[src/rtl/lap_seq.sv]
// Edge sequencer for the LAP systolic PE array: injects opcode plus operand lanes on the
// array's top/left edges with per-lane skew, fills gaps with PASS bubbles, then flushes.
package lap_pkg;
    localparam int DW = 16;
    typedef logic [3:0] opcd_t;
    localparam opcd_t OPCD_PASS = 4'h0;
    typedef struct packed {
        opcd_t         opcd;
        logic [DW-1:0] data;
    } dbus_t;
endpackage

// state | meaning
// IDLE  | waiting for a command, cmd_ready high
// LOAD  | injecting operand beats, bubbles when a stream is not valid
// DRAIN | injecting PASS/zero for ROWS+COLS+1 cycles to flush the array
// DONE  | command complete, done pulse follows
module lap_seq
    import lap_pkg::*;
#(
    parameter int ROWS = 4,
    parameter int COLS = 4,
    parameter int LW   = 16
) (
    input  logic                     clk,
    input  logic                     rst,
    input  logic                     cmd_valid,
    output logic                     cmd_ready,
    input  opcd_t                    cmd_op,
    input  logic [LW-1:0]            cmd_len,
    input  logic                     a_valid,
    output logic                     a_ready,
    input  logic [COLS-1:0][DW-1:0]  a_data,
    input  logic                     b_valid,
    output logic                     b_ready,
    input  logic [ROWS-1:0][DW-1:0]  b_data,
    output dbus_t [COLS-1:0]         top,
    output dbus_t [ROWS-1:0]         left,
    output logic                     busy,
    output logic                     done,
    output logic [LW-1:0]            bubble_cnt
);

    localparam logic [1:0] S_IDLE  = 2'd0;
    localparam logic [1:0] S_LOAD  = 2'd1;
    localparam logic [1:0] S_DRAIN = 2'd2;
    localparam logic [1:0] S_DONE  = 2'd3;

    localparam int DCW = $clog2(ROWS + COLS + 2);
    localparam logic [DCW-1:0] DRAIN_LAST = DCW'(ROWS + COLS);

    logic [1:0]               state, state_nx;
    opcd_t                    op_q;
    logic [LW-1:0]            remain;
    logic [DCW-1:0]           drain_cnt;
    logic                     fire;

    opcd_t                    inj_op;
    logic [COLS-1:0][DW-1:0]  inj_a;
    logic [ROWS-1:0][DW-1:0]  inj_b;

    assign fire      = (state == S_LOAD) && a_valid && b_valid;
    assign a_ready   = fire;
    assign b_ready   = fire;
    assign cmd_ready = (state == S_IDLE);

    always_comb begin
        state_nx = state;
        case (state)
            S_IDLE:  if (cmd_valid) state_nx = (cmd_len == '0) ? S_DRAIN : S_LOAD;
            S_LOAD:  if (fire && (remain == LW'(1))) state_nx = S_DRAIN;
            S_DRAIN: if (drain_cnt == '0) state_nx = S_DONE;
            default: state_nx = S_IDLE;
        endcase
    end

    always_ff @(posedge clk or posedge rst) begin
        if (rst) begin
            state      <= S_IDLE;
            op_q       <= OPCD_PASS;
            remain     <= '0;
            drain_cnt  <= '0;
            bubble_cnt <= '0;
            busy       <= 1'b0;
            done       <= 1'b0;
        end else begin
            state <= state_nx;
            busy  <= (state_nx != S_IDLE);
            done  <= (state == S_DONE);
            if ((state == S_IDLE) && cmd_valid) begin
                op_q       <= cmd_op;
                remain     <= cmd_len;
                bubble_cnt <= '0;
            end
            if (state == S_LOAD) begin
                if (fire) begin
                    remain <= remain - LW'(1);
                end else if (bubble_cnt != '1) begin
                    bubble_cnt <= bubble_cnt + LW'(1);
                end
            end
            // drain length is reloaded whenever we are outside DRAIN
            if (state != S_DRAIN) begin
                drain_cnt <= DRAIN_LAST;
            end else if (drain_cnt != '0) begin
                drain_cnt <= drain_cnt - DCW'(1);
            end
        end
    end

    always_ff @(posedge clk or posedge rst) begin
        if (rst) begin
            inj_op <= OPCD_PASS;
            inj_a  <= '0;
            inj_b  <= '0;
        end else begin
            inj_op <= fire ? op_q : OPCD_PASS;
            inj_a  <= fire ? a_data : '0;
            inj_b  <= fire ? b_data : '0;
        end
    end

    for (genvar c = 0; c < COLS; c++) begin : g_top
        logic [DW-1:0] sr [0:c];
        always_ff @(posedge clk or posedge rst) begin
            if (rst) begin
                for (int i = 0; i <= c; i++) sr[i] <= '0;
            end else begin
                sr[0] <= inj_a[c];
                for (int i = 1; i <= c; i++) sr[i] <= sr[i-1];
            end
        end
        // only column 0 carries the opcode; the array ignores the others
        if (c == 0) begin : g_op
            assign top[c] = dbus_t'({inj_op, sr[c]});
        end else begin : g_pass
            assign top[c] = dbus_t'({OPCD_PASS, sr[c]});
        end
    end

    for (genvar r = 0; r < ROWS; r++) begin : g_left
        logic [DW-1:0] sr [0:r];
        always_ff @(posedge clk or posedge rst) begin
            if (rst) begin
                for (int i = 0; i <= r; i++) sr[i] <= '0;
            end else begin
                sr[0] <= inj_b[r];
                for (int i = 1; i <= r; i++) sr[i] <= sr[i-1];
            end
        end
        assign left[r] = dbus_t'({OPCD_PASS, sr[r]});
    end

endmodule

[config.mk]
export PLATFORM = sky130hd
export DESIGN_NAME = lap_seq
export DESIGN_NICKNAME = d
export VERILOG_FILES = /design/src/rtl/lap_seq.sv
export SDC_FILE = /design/constraint.sdc
export NUM_CORES = 1
export LEC_CHECK = 0
export CAP_MARGIN = 0
export CORE_ASPECT_RATIO = 2
export CORE_UTILIZATION = 26
export CTS_CLUSTER_SIZE = 28
export DETAILED_ROUTE_END_ITERATION = 10
export PLACE_DENSITY = 0.46
export SETUP_SLACK_MARGIN = 0.05
export SYNTH_ARGS = -nofsm -noshare
export SYNTH_HDL_FRONTEND = slang
export SYNTH_SLANG_ARGS = --single-unit
[constraint.sdc]
create_clock -name clk -period 30 [get_ports clk]
set_clock_uncertainty 0.1 [all_clocks]
set_input_delay 6 -clock clk [delete_from_list [all_inputs] [get_ports clk]]
set_output_delay 6 -clock clk [all_outputs]
set_load 0.03 [all_outputs]
# Yosys cells after proc, flatten, opt, wreduce, memory -nomap -nowiden

Cells that the tools add are included.

$add $sub $neg: 3
Equality and inequality tests: 6
Muxes and demuxes: 17
Reduce and logical (&&, ||, !) cells: 10

Operators by type and width:

| kind                                                | number |
|---|---|
| two-way mux 64 bit                                  | 2 |
| two-way mux 16 bit                                  | 7 |
| adder 16 x 1 -> 16 bit (second input constant)      | 1 |
| == test 16 x 1 -> 1 bit (second input constant)     | 1 |
| logical NOT 16 bit                                  | 1 |
| != test 16 bit (second input constant)              | 1 |
| subtractor 16 x 1 -> 16 bit (second input constant) | 1 |
| two-way mux 4 bit                                   | 3 |
| two-way mux 2 bit                                   | 4 |
| case mux 2 bit (3 select lines)                     | 1 |
| == test 2 bit (second input constant)               | 2 |
| logical AND 1 bit                                   | 4 |
| logical NOT 4 bit                                   | 1 |
| nonzero test 2 bit                                  | 2 |
| nonzero test 4 bit                                  | 1 |
| subtractor 4 x 1 -> 4 bit (second input constant)   | 1 |
| == test 2 x 1 -> 1 bit (second input constant)      | 1 |
| logical NOT 2 bit                                   | 1 |
| != test 2 bit (second input constant)               | 1 |

Register bits: 496
Input port bits: 153
Output and inout port bits: 181
Word-level logic and storage cells: 72

# Logic depth before layout (Yosys ltp)

Depth in word-level cells: 7
Mapped depth: 7
Gate-level depth less buffers: 6

# Worst setup path before layout

No wires, ideal clock.

Path type: input-to-output
From: input b_valid
To: output b_ready
Data arrival time: 7.140 ns
Required time: 23.900 ns
Path slack: 16.760 ns
Stages: 4
Path buffers: 2
Cells stage by stage: nand4b_1 -> inv_2 -> clkbuf_1 -> buf_4

Longest elaborated chain between the ends: 1

Ends and longest elaborated chain:

| element           | line | RTL |
|---|---|---|
| start, declared   | 34   | `input logic b_valid,` |
| logical AND 1 bit | 62   | `assign fire = (state == S_LOAD) && a_valid && b_valid;` |
| end, declared     | 35   | `output logic b_ready,` |

Every way passes these cells.

# Worst setup path in the final report

Same ends and word-level chain as after synthesis.

==> flow_summary.json <==
{
  "finalCritPeriodShare_pct": 45.7,
  "drv_cap": 0,
  "reg2reg_depth": 6,
  "initial_core_util_pct": 26.4,
  "nNetsFinal": 1387,
  "synth_mux_area_share_pct": 0.831,
  "gp_congestion": 0.747,
  "htreeDepth": 2,
  "holdPathStages": 0,
  "clock_sinks": 496,
  "async_flop_share_pct": 100,
  "critical_path_class": "primary input to output pin",
  "clkTransAtPathRegs_ps": 70,
  "synth_top_family_by_area": "simple AND/OR/NAND/NOR gates",
  "worstPathMaxFanout": 16,
  "worstMarginPinSlew_ps": 1140,
  "fill_cells": 5860,
  "multi_input_area_sq_um": 2250,
  "final_core_util_pct": 34.4,
  "setup_viol": 0,
  "fp.dieH_um": 349,
  "post_cts_resized": 0,
  "status": "finished clean",
  "cp-start-kind": "primary input",
  "p_int_w": 0.00109,
  "p_leak_nw": 9.56,
  "postSynthCellCount": 991,
  "wl_mm": 32.4,
  "root_buffer": "clkbuf_16",
  "ir_worst_vdd_mv": 0.0367,
  "p_comb_share_pct": 8.2,
  "grt_antenna_before_repair": 9,
  "synth_compound_area_share_pct": 2.09,
  "grt_pass1_vias": 8556,
  "seq_area_frac_synth_pct": 79.3,
  "fin_total_pwr_w": 0.00143,
  "maxSlewViolCount": 0,
  "rows": 126,
  "grt_pass1_wl_mm": 50.3,
  "first_pass_iters": 5,
  "die_w_um": 176,
  "route.detailed.drc": 0,
  "grt_usage_pct": 10.8,
  "synth_ff_type": "dfrtp_1",
  "yosys_register_bits": 496,
  "hold_class": "flip-flop to flip-flop",
  "viasPerCell": 3.82,
  "arrival_ps": 7610,
  "die_area_sq_um": 61300,
  "crit_path_cell_trace": "clkdlybuf4s50_1, nand4b_1, buf_4, inv_4, clkdlybuf4s50_1",
  "layout-drive-gt1-share_pct": 8.30,
  "cts-buffers-inserted": 46,
  "wl_per_cell_um": 15.9,
  "io_buffers": 305,
  "yosysUniqueCellTypes": 53,
  "vias": 7766,
  "cts_setup_buffers": 0,
  "ys_warn_count": 0,
  "ant_nets": 0,
  "rsz0062_at_grt": "false",
  "power_frac_clock_pct": 41.6,
  "critical_path_required_ps": 23900,
  "grt_max_degree": 172,
  "yosysMostFrequentCell": "dfrtp_1",
  "yosys.area.top_type": "dfrtp_1",
  "hpwl_mm": 21.7,
  "final-seq-area_sq_um": 12400,
  "core_sq_um": 59300,
  "p_seq_share_pct": 50.2,
  "synth_area_leaders": "dfrtp_1, buf_4, and2_1",
  "hold_ws_ps": 234,
  "p_sw_share_pct": 23.6,
  "slew_headroom_pct": 23.7,
  "min_period_ps": 13710,
  "synthXorXnorAreaFrac_pct": 0.112,
  "hold_buffers": 0,
  "synthAdderAreaFrac_pct": 0.400,
  "synth_area_sq_um": 15700,
  "cp-end-kind": "output pin",
  "synth_edf_count": 0,
  "place_ws_ps": 16280,
  "clockBufferDepth": 3,
  "cts_tree": "yes",
  "dr.first_iter.drc_count": 314,
  "path_common_cell": "clkdlybuf4s50_1",
  "finalSetupTns_ps": 0,
  "gr-total-overflow": 0,
  "worst_slack_ps": 16290,
  "critPathSlowestCell": "clkdlybuf4s50_1",
  "final_hold_viol_count": 0,
  "synth.top_cell.area_share_pct": 79.3,
  "avgSynthCellArea_sq_um": 15.8,
  "fmax_mhz": 72.9,
  "pwr_density_cell_nw_per_um2": 70.2,
  "cp_slowest_stage_delay_ps": 670,
  "switchingPower_w": 0.000338,
  "io_pins": 334,
  "clkLatencyLatePin_ps": 570,
  "synth-simple-area-share_pct": 10.2,
  "synth.top_cells.by_count": "dfrtp_1, and2_1, buf_4",
  "syn_to_final_growth_pct": 30.2
}
[cells in the final DEF, fill, tap and decap left out, types with 7 or more instances in the layout]
cell type        instances
clkbuf_16               49
conb_1                  28
nand4_1                  7
nor3_1                  14
nor2_1                  21
dfrtp_1                496
o21ai_0                  8
nor4_1                   9
and2_1                 135
inv_1                    8
mux2i_1                 13
buf_4                    8
clkdlybuf4s50_1        305
clkbuf_8                10
a21oi_1                 10
nand3_1                  7
nand2_1                 33
[power by group through the flow]
stage,Sequential (W),Combinational (W),Clock (W)
2_1_floorplan,0.000739,0.0000592,0
3_3_place_gp,0.000729,0.000118,0
3_5_place_dp,0.000730,0.000120,0
4_1_cts,0.000718,0.000120,0.000623
5_1_grt,0.000721,0.000128,0.000649
6_report,0.000718,0.000117,0.000595
[cells by family (layout without fill, tap and decap cells)]
logic type | count (synthesis) | in the layout
adders and majority gates | 5 | 5
AOI/OAI and AO/OA | 47 | 47
and+or+nand+nor | 266 | 266
buffers and inverters | 161 | 408
xor gates and xnor gates | 2 | 2
other | 1 | 29
DFF | 496 | 496
muxes | 13 | 13
[critical path: cells and delay by family]
kind                   cells  cell delay (ps)
buffers and inverters      4             1490
AND/OR/NAND/NOR            1              120
[metrics by stage]
stage | area (sq um) | instances
2_1_floorplan | 15800 | 1018
3_3_place_gp | 18800 | 1949
3_5_place_dp | 18800 | 1949
4_1_cts | 20400 | 2033
5_1_grt | 20400 | 2033
6_report | 20400 | 2034
[state kept, by name (all words and copies together), names as in the netlist]
signal / cells
remain: 16
drain_cnt: 4
op_q: 4
inj_a: 64
done: 1
g_top.sr: 112
g_left.sr: 112
bubble_cnt: 16
left: 48
busy: 1
state: 2
inj_b: 64
inj_op: 4
top: 48
[final timing paths]
check / start / end / slack [ps]
worst min register to register: g_left[2].sr[17]$_DFF_PP0_ / left[41]$_DFF_PP0_ / 230
min in group asynchronous: rst / inj_a[55]$_DFF_PP0_ / 5880
max in group asynchronous: rst / left[26]$_DFF_PP0_ / 21060
worst min-delay path: g_left[2].sr[17]$_DFF_PP0_ / left[41]$_DFF_PP0_ / 230
worst max-delay path: b_valid / b_ready / 16290
worst max register to register: state[1]$_DFF_PP0_ / inj_a[18]$_DFF_PP0_ / 27310
[final cells by class]
class	instances	share of cell area, %
antenna	1	0.0123
clock buffer	64	6.78
clock inverter	20	0.946
inverter	10	0.233
multi-input combinational	361	11.0
sequential	496	60.9
tap	768	4.72
timing repair buffer	314	15.4
[layer usage]
metal	track usage [%]	wire, um	vias to the layer above	part of all wire, %
met5	0	120	-	0.37
met2	18.6	16300	293	51
li1	-	-	3526	-
met3	3.87	2760	82	8.5
met1	11.7	11700	3847	36
met4	5.54	1380	18	4.3
No activity file was read; power rests on OpenSTA's default activity.
